===== src/rtl/div_share_sched.sv =====
// Round-robin controller sharing one repeated-subtraction divider datapath
// between NREQ requesters; sequences load/subtract strobes and returns results.
module div_share_sched #(
    parameter int WIDTH = 16,
    parameter int NREQ  = 2
) (
    input  logic                  clk,
    input  logic                  rst,
    input  logic [NREQ-1:0]       req,
    input  logic [NREQ*WIDTH-1:0] dvd_in,
    input  logic [NREQ*WIDTH-1:0] dvs_in,
    output logic [NREQ-1:0]       gnt,
    output logic [NREQ-1:0]       ack,
    output logic [WIDTH-1:0]      res_quo,
    output logic [WIDTH-1:0]      res_rem,
    output logic                  res_err,
    output logic                  busy,
    output logic [WIDTH-1:0]      dp_dvd,
    output logic [WIDTH-1:0]      dp_dvs,
    output logic                  dp_ld,
    output logic                  dp_sub,
    input  logic                  dp_less,
    input  logic [WIDTH-1:0]      dp_quo,
    input  logic [WIDTH-1:0]      dp_rem
);

    localparam int IDW = (NREQ > 1) ? $clog2(NREQ) : 1;

    typedef logic [IDW-1:0] id_t;

    typedef enum logic [2:0] {
        S_IDLE,
        S_LOAD,
        S_CHECK,
        S_SUB,
        S_DONE
    } state_t;

    state_t           state, state_nxt;
    id_t              id, rr, pick;
    logic             any_req;
    logic [WIDTH-1:0] dvd_arr [NREQ];
    logic [WIDTH-1:0] dvs_arr [NREQ];
    logic [WIDTH-1:0] sel_dvd, sel_dvs;
    logic             res_ld;
    logic [WIDTH-1:0] res_quo_nxt, res_rem_nxt;
    logic             res_err_nxt;

    for (genvar g = 0; g < NREQ; g++) begin : g_unpack
        assign dvd_arr[g] = dvd_in[g*WIDTH +: WIDTH];
        assign dvs_arr[g] = dvs_in[g*WIDTH +: WIDTH];
    end

    assign sel_dvd = dvd_arr[id];
    assign sel_dvs = dvs_arr[id];
    assign dp_dvd  = (state != S_IDLE) ? sel_dvd : '0;
    assign dp_dvs  = (state != S_IDLE) ? sel_dvs : '0;

    // Scan offsets from the far end so the requester nearest the pointer wins.
    always_comb begin
        id_t cand;
        pick    = '0;
        any_req = 1'b0;
        for (int k = NREQ - 1; k >= 0; k--) begin
            cand = id_t'((int'(rr) + k) % NREQ);
            if (req[cand]) begin
                pick    = cand;
                any_req = 1'b1;
            end
        end
    end

    // NOTE: sequential state uses non-blocking assignments so every register
    // samples pre-edge values regardless of statement order.
    always_ff @(posedge clk or posedge rst) begin
        if (rst) begin
            state   <= S_IDLE;
            id      <= '0;
            rr      <= '0;
            res_quo <= '0;
            res_rem <= '0;
            res_err <= 1'b0;
        end else begin
            state <= state_nxt;
            if (state == S_IDLE && any_req)
                id <= pick;
            if (state == S_DONE)
                rr <= (id == id_t'(NREQ - 1)) ? '0 : id + id_t'(1);
            if (res_ld) begin
                res_quo <= res_quo_nxt;
                res_rem <= res_rem_nxt;
                res_err <= res_err_nxt;
            end
        end
    end

    // Results load on entry to DONE so they are already valid alongside ack.
    // NOTE: every signal driven here gets a default first so no latch is inferred.
    always_comb begin
        state_nxt   = state;
        gnt         = '0;
        ack         = '0;
        busy        = 1'b0;
        dp_ld       = 1'b0;
        dp_sub      = 1'b0;
        res_ld      = 1'b0;
        res_quo_nxt = dp_quo;
        res_rem_nxt = dp_rem;
        res_err_nxt = 1'b0;
        case (state)
            S_IDLE: begin
                if (any_req)
                    state_nxt = S_LOAD;
            end
            S_LOAD: begin
                busy    = 1'b1;
                gnt[id] = 1'b1;
                dp_ld   = 1'b1;
                if (sel_dvs == '0) begin
                    res_ld      = 1'b1;
                    res_quo_nxt = '0;
                    res_rem_nxt = sel_dvd;
                    res_err_nxt = 1'b1;
                    state_nxt   = S_DONE;
                end else begin
                    state_nxt = S_CHECK;
                end
            end
            S_CHECK: begin
                busy    = 1'b1;
                gnt[id] = 1'b1;
                if (dp_less) begin
                    res_ld    = 1'b1;
                    state_nxt = S_DONE;
                end else begin
                    state_nxt = S_SUB;
                end
            end
            S_SUB: begin
                busy      = 1'b1;
                gnt[id]   = 1'b1;
                dp_sub    = 1'b1;
                state_nxt = S_CHECK;
            end
            S_DONE: begin
                busy      = 1'b1;
                gnt[id]   = 1'b1;
                ack[id]   = 1'b1;
                state_nxt = S_IDLE;
            end
            default: state_nxt = S_IDLE;
        endcase
    end

endmodule


===== config.mk =====
export PLATFORM = sky130hd
export DESIGN_NAME = div_share_sched
export DESIGN_NICKNAME = d
export VERILOG_FILES = /design/src/rtl/div_share_sched.sv
export SDC_FILE = /design/constraint.sdc
export NUM_CORES = 1
export LEC_CHECK = 0
export BUFFER_PORTS_ARGS = -buffer_cell sky130_fd_sc_hd__buf_4
export CAP_MARGIN = 0
export CORE_ASPECT_RATIO = 1.1
export CORE_MARGIN = 2
export CORE_UTILIZATION = 37
export CTS_BUF_LIST = sky130_fd_sc_hd__clkbuf_4 sky130_fd_sc_hd__clkbuf_8
export CTS_CLUSTER_SIZE = 10
export DETAILED_ROUTE_END_ITERATION = 16
export HOLD_SLACK_MARGIN = 0.05
export PLACE_DENSITY = 0.78
export RECOVER_POWER = 50
export SYNTH_ARGS = -nofsm -noshare
export SYNTH_HDL_FRONTEND = slang
export SYNTH_SLANG_ARGS = --single-unit

===== constraint.sdc =====
create_clock -name clk -period 1.5 [get_ports clk]
set_input_delay 0.075 -clock clk [delete_from_list [all_inputs] [get_ports clk]]
set_output_delay 0.075 -clock clk [all_outputs]
set_load 0.02 [all_outputs]

After elaboration in Yosys (flattened, before gate mapping). Cells that the tools add are included.

Register bits: 38. Input port bits: 101. Output and inout bits: 72. Logic and storage cells: 61.

Add/subtract/negate cells: 2. Magnitude comparators: 5. Equality and inequality tests: 5. Multiplexer cells: 36. Bitwise operators: 1. Reductions and logical operators: 6.

Operator list (number): 16-bit two-way mux (12); 16-bit zero test (1); 1-bit two-way mux (16); 3-bit one-hot mux with 4 select lines (1); 3-bit two-way mux (3); 3-bit by 2-bit equality test with 1-bit output, second input constant (2); 1-bit by 2-bit < comparator with 1-bit output, second input constant (3); 2-bit two-way mux (2); 4-bit OR reduction (1); 3-bit by 1-bit equality test with 1-bit output, second input constant (1); 3-bit equality test, second input constant (1); 3-bit zero test (1); 3-bit nonzero test (1); 1-bit adder, second input constant (2); 2-bit greater-or-equal comparator, second input constant (1); 1-bit logical AND (2); 2-bit != test, second input constant (1); 1-bit NOT with 2-bit output (1); 1-bit one-hot mux with 2 select lines (1); 1-bit demux with 1-bit select (1); 1-bit greater-or-equal comparator, second input constant (1).

Depth between registers and ports, before layout.
Depth after elaboration: 7. Mapped depth: 7. Gate-level depth less buffers: 4.

Least setup slack after synthesis. Ideal clock, no wire load.

Path kind: reg2reg. Start point: register state[1]. End point: register res_rem[11]. Setup time: 0.079 ns. Arrival: 1.687 ns. Required time: 1.421 ns. Path slack: -0.266 ns. Stages on the path, launching flop included: 7. Buffers on the path: 2. Clock period less this slack: 1.766 ns. Cells stage by stage: dfrtp_1 > buf_2 > nor3b_2 > nand2_1 > o22ai_4 > buf_8 > mux2i_1.

Cells in the longest elaborated chain, start to end: 2. Elaborated cells on any way between the ends: 4. Classes of those cells: 2 x eq/ne; 2 x mux.

RTL lines: start: declaration (RTL line 39) `state_t state, state_nxt;`; start signal: assignment (RTL line 84) `state <= state_nxt;`; 3-bit by 2-bit equality test with 1-bit output or 3-bit by 1-bit equality test with 1-bit output (tied branches) (RTL line 110) `case (state)`; 1-bit one-hot mux with 2 select lines or 16-bit two-way mux (tied branches) (RTL line 110); end signal: assignment (RTL line 91) `res_rem <= res_rem_nxt;`; end: declaration (RTL line 15) `output logic [WIDTH-1:0] res_rem,`.

Several ways; a longest one is shown, not always the timed one. A chain may end at the register's enable or synchronous reset.

Worst setup path in the final report.
Start point: register state[1]. End point: output port dp_dvd[4].

Cells in the longest elaborated chain, start to end: 2.

RTL lines: 3-bit nonzero test (RTL line 56) `assign dp_dvd = (state != S_IDLE) ? sel_dvd : '0;`; 16-bit two-way mux (RTL line 56); end: declaration (RTL line 18) `output logic [WIDTH-1:0] dp_dvd,`.

No other way between the ends.

==> results.txt <==
- The worst setup path is of the reg -> out kind.
- Each instance of the synthesized netlist takes up on average 9.44 um^2.
- Warnings from Yosys: 0
- Final worst-path cycle share: 111%
* Total nets after synthesis: around 340
- CTS Sinks: 38
* Routability Congestion: 0.760
- In the routed layout, each cell is associated on average with a via count of 4.86.
* Post-route core utilization: 70.7%
- The tool flagged a number of max-cap violations equal to 0.
- Antenna violations before repair: 0
- Die Wd: 78.9 um
* Post-Place Cells: 490
- Launch instance of the worst register-to-register path: state[1]
- The signal on the critical path passes through buf_4, nor3_4, buf_6, clkbuf_16, nor2_1, buf_4.
* Outcome: finished with violations
- STA classifies the critical path startpoint as a register.
- DIE AREA: between 6000 and 7000 um^2
- Count of state elements after synthesis: 38
- Vias after detailed routing: 2586
* Required time reported for the critical path endpoint: 1.42 ns
- After routing the design area is 4300 um^2.
- I/O pin total: 173
* Sequential area share after synthesis: 41.6%
* Setup repair after global routing missed its margin: true
- Overall overflow remaining after global route: 0
- Violation count after the first detailed-route iteration: about 130
* Met3 layer usage reported by global route: 4.38%
* Worst Slack Setup Final: -0.164 ns
- Post-route minimum period: 1.66 ns
- DP Worst Slack: -0.0879 ns
* Total Routing Usage GR: 22.2%
- Most Crowded Layer GR: met2
- The floorplan step set the die height to 86.4 um.
- Detailed Place HPWL: 5660 um
- Launch point of the worst path: state[1]
- Max stage delay on crit path: a little under 0.4 ns
- The clock arrives with 0.00616 ns of skew.
- Number of detailed-route iterations in the first pass: 4
- STA classifies the critical path endpoint as an output port.
- After detailed routing, the total wire length is 8210 um.
- Critical Path AT: 1.59 ns
- At the pin with the least slew margin, the transition time is between 0.9 and 1 ns.
- First-pass GRT wire length: 12100 um
- CTS clock-pin slew for the worst setup and hold paths: ~0.08 ns
* Latest clock arrival within the worst-skew pair: 0.29 ns
* Number of H-tree levels: 2
- Among the stages of the critical path, the cell type that occurs most often is sky130_fd_sc_hd__buf_4.
- Number of buffers created by CTS: 5
* Post-synth design cell area: ~2300 um^2
* Power density over cell area: 2080 nW/um^2
- During placement, the flow inserted port buffers numbering 172.
- Leakage power figure: between 2 and 2.5 nW
- After the last flow step, the layout net total stands at 552.
* Setup-violating endpoint count in the final report: slightly below 70
- Highest clock frequency the design can meet: 0.601 GHz
* Clock tree from TritonCTS: yes
* Detail Route Antenna Nets: 0
* Starting Density: between 30% and 40%
- In this run the most critical hold path is launched from dp_rem[14].
- After detailed placement, the total cell area comes to 3760 um^2.
- Number of global-route vias before repair: between 2000 and 3000
- Number of endpoints with negative hold slack in the final report: 0
- The worst hold path belongs to the class in -> reg.
* Number of unique standard cell types used by synthesis: 28
- On the critical path, the stage with the largest delay is an instance of sky130_fd_sc_hd__dfrtp_1.
- IR analysis of the VDD net gives a maximum drop of 0.00158 V.
- In the final routed layout, each cell accounts on average for 15.4 um.
- Leaving out filler cells and counting taps, the final layout contains between 500 and 600.
- The cell sitting at the root of the clock tree is a sky130_fd_sc_hd__clkbuf_8.
- For met1 alone, demand over resource in global routing was 27.2%.
* Summed negative setup slack over all endpoints: -7.53 ns
* Synthesis-to-layout area growth: 88.3%
- Clock Tree Buf Depth: 2
- Largest net degree at the start of global routing: 39
- Synthesis handed over a netlist of between 200 and 250 instances.
* Max-slew violation count: 0
- The final reports fail on negative setup slack.
- Max-slew headroom: 36.7%
- Inserted Diodes: 0
* Standard cell core area: approximately 6100 um^2
- Share of final-layout standard cells stronger than drive strength 1: 49.6%
* Critical-path maximum fanout: 8
* Met2 capacity usage during global routing: approximately two fifths
- The floorplan has 30 rows.
* # DRC: 0
critical path, delay by kind of cell (launching register included):
family                 cells  cell delay [ns]
and+or+nand+nor            2             0.23
buffers and inverters      4             0.67
DFF                        1             0.39
cells by family (layout without fill, tap and decap cells):
kind of cell	after synthesis	count (layout)	share of synthesized area, %
buffers and inverters	22	232	5.42
multiplexers	65	65	28.5
AND/OR/NAND/NOR	92	92	17.7
XOR/XNOR	1	1	0.383
flip-flops	38	38	41.6
AO/OA/AOI/OAI	24	24	6.41
placed cells by master (no fill, tap or decap), types with 3 or more instances in the layout:
cell type                       count
sky130_fd_sc_hd__buf_4            186
sky130_fd_sc_hd__mux2i_1           63
sky130_fd_sc_hd__dfrtp_1           37
sky130_fd_sc_hd__nand2_1           35
sky130_fd_sc_hd__nor2_1            35
sky130_fd_sc_hd__a21oi_1           18
sky130_fd_sc_hd__dlygate4sd3_1     18
sky130_fd_sc_hd__nor4_1             8
sky130_fd_sc_hd__buf_6              6
sky130_fd_sc_hd__clkbuf_8           5
sky130_fd_sc_hd__buf_12             5
sky130_fd_sc_hd__clkbuf_16          3
flip-flops by register name (all words and copies together), names as in the netlist:
register  count
id            1
res_rem      16
state         3
res_err       1
res_quo      16
rr            1
area by class of cell:
cell class              count  area (um^2)
clock buffers               5         68.8
clock inverters             3         40.0
fillers                   477         1780
inverters                   3         11.3
multi-input cells         182         1270
flip-flops and latches     38          952
well taps                  80          100
repair buffers            221         1860
report_power, final:
part           internal [W]  switching [W]
combinational       0.00301        0.00326
sequential          0.00151       0.000309
clock              0.000489       0.000356
cell usage after synthesis:
master | count | share of area (%)
sky130_fd_sc_hd__nor2_1 | 36 | 5.9
sky130_fd_sc_hd__nor3b_2 | 1 | 0.55
sky130_fd_sc_hd__inv_1 | 3 | 0.49
sky130_fd_sc_hd__o22ai_4 | 1 | 0.88
sky130_fd_sc_hd__a31oi_1 | 1 | 0.27
sky130_fd_sc_hd__and2_1 | 1 | 0.27
sky130_fd_sc_hd__buf_2 | 9 | 2.0
sky130_fd_sc_hd__nor4_1 | 8 | 2.2
sky130_fd_sc_hd__nor2b_1 | 1 | 0.27
sky130_fd_sc_hd__nand4_1 | 2 | 0.55
sky130_fd_sc_hd__a21o_1 | 1 | 0.33
sky130_fd_sc_hd__xnor2_1 | 1 | 0.38
sky130_fd_sc_hd__nand2b_1 | 2 | 0.55
sky130_fd_sc_hd__buf_4 | 3 | 0.99
sky130_fd_sc_hd__nor3_1 | 1 | 0.22
sky130_fd_sc_hd__buf_8 | 1 | 0.66
sky130_fd_sc_hd__dfrtp_1 | 38 | 42
sky130_fd_sc_hd__buf_6 | 1 | 0.49
sky130_fd_sc_hd__o311a_1 | 1 | 0.44
sky130_fd_sc_hd__nand2_1 | 36 | 5.9
sky130_fd_sc_hd__clkbuf_1 | 5 | 0.82
sky130_fd_sc_hd__and3_1 | 1 | 0.27
sky130_fd_sc_hd__nand3_1 | 1 | 0.22
sky130_fd_sc_hd__a21oi_1 | 19 | 4.2
sky130_fd_sc_hd__nor3_2 | 1 | 0.44
sky130_fd_sc_hd__nor3b_1 | 1 | 0.33
sky130_fd_sc_hd__a211oi_1 | 1 | 0.33
sky130_fd_sc_hd__mux2i_1 | 65 | 28
final timing paths:
kind,end,slack [ns],cells past startpoint
setup / recovery,dp_dvd[4],-0.16,6
hold reg to reg,res_err,0.49,1
max in group asynchronous,id,0.21,4
setup reg to reg,res_rem[9],-0.13,6
hold / removal,res_rem[14],0.07,3
min in group asynchronous,res_quo[13],0.64,4
metal layers:
layer,up-vias,wire [um]
met2,85,4470
met3,7,440
met4,0,51
met5,-,0
li1,1255,-
met1,1239,3250
what timing repair did:
action | 4_1_cts | 5_1_grt
buffers inserted | 6 | 6
gates resized for setup | 12 | 3
pin swaps | 4 | 1
hold endpoints to repair | 55 | 1
hold buffers | 17 | 1
gates cloned | 1 | 3
endpoints found under the setup margin | 51 | 72
through the flow:
stage,hold WS (ns),total power (W)
after floorplan,0.172,0.00491
after global placement,0.214,0.00718
after detailed placement,0.225,0.00731
after CTS,0.0549,0.00862
after global routing,0.0745,0.00943
final,0.0712,0.00893
No activity file was read; power rests on OpenSTA's default activity.
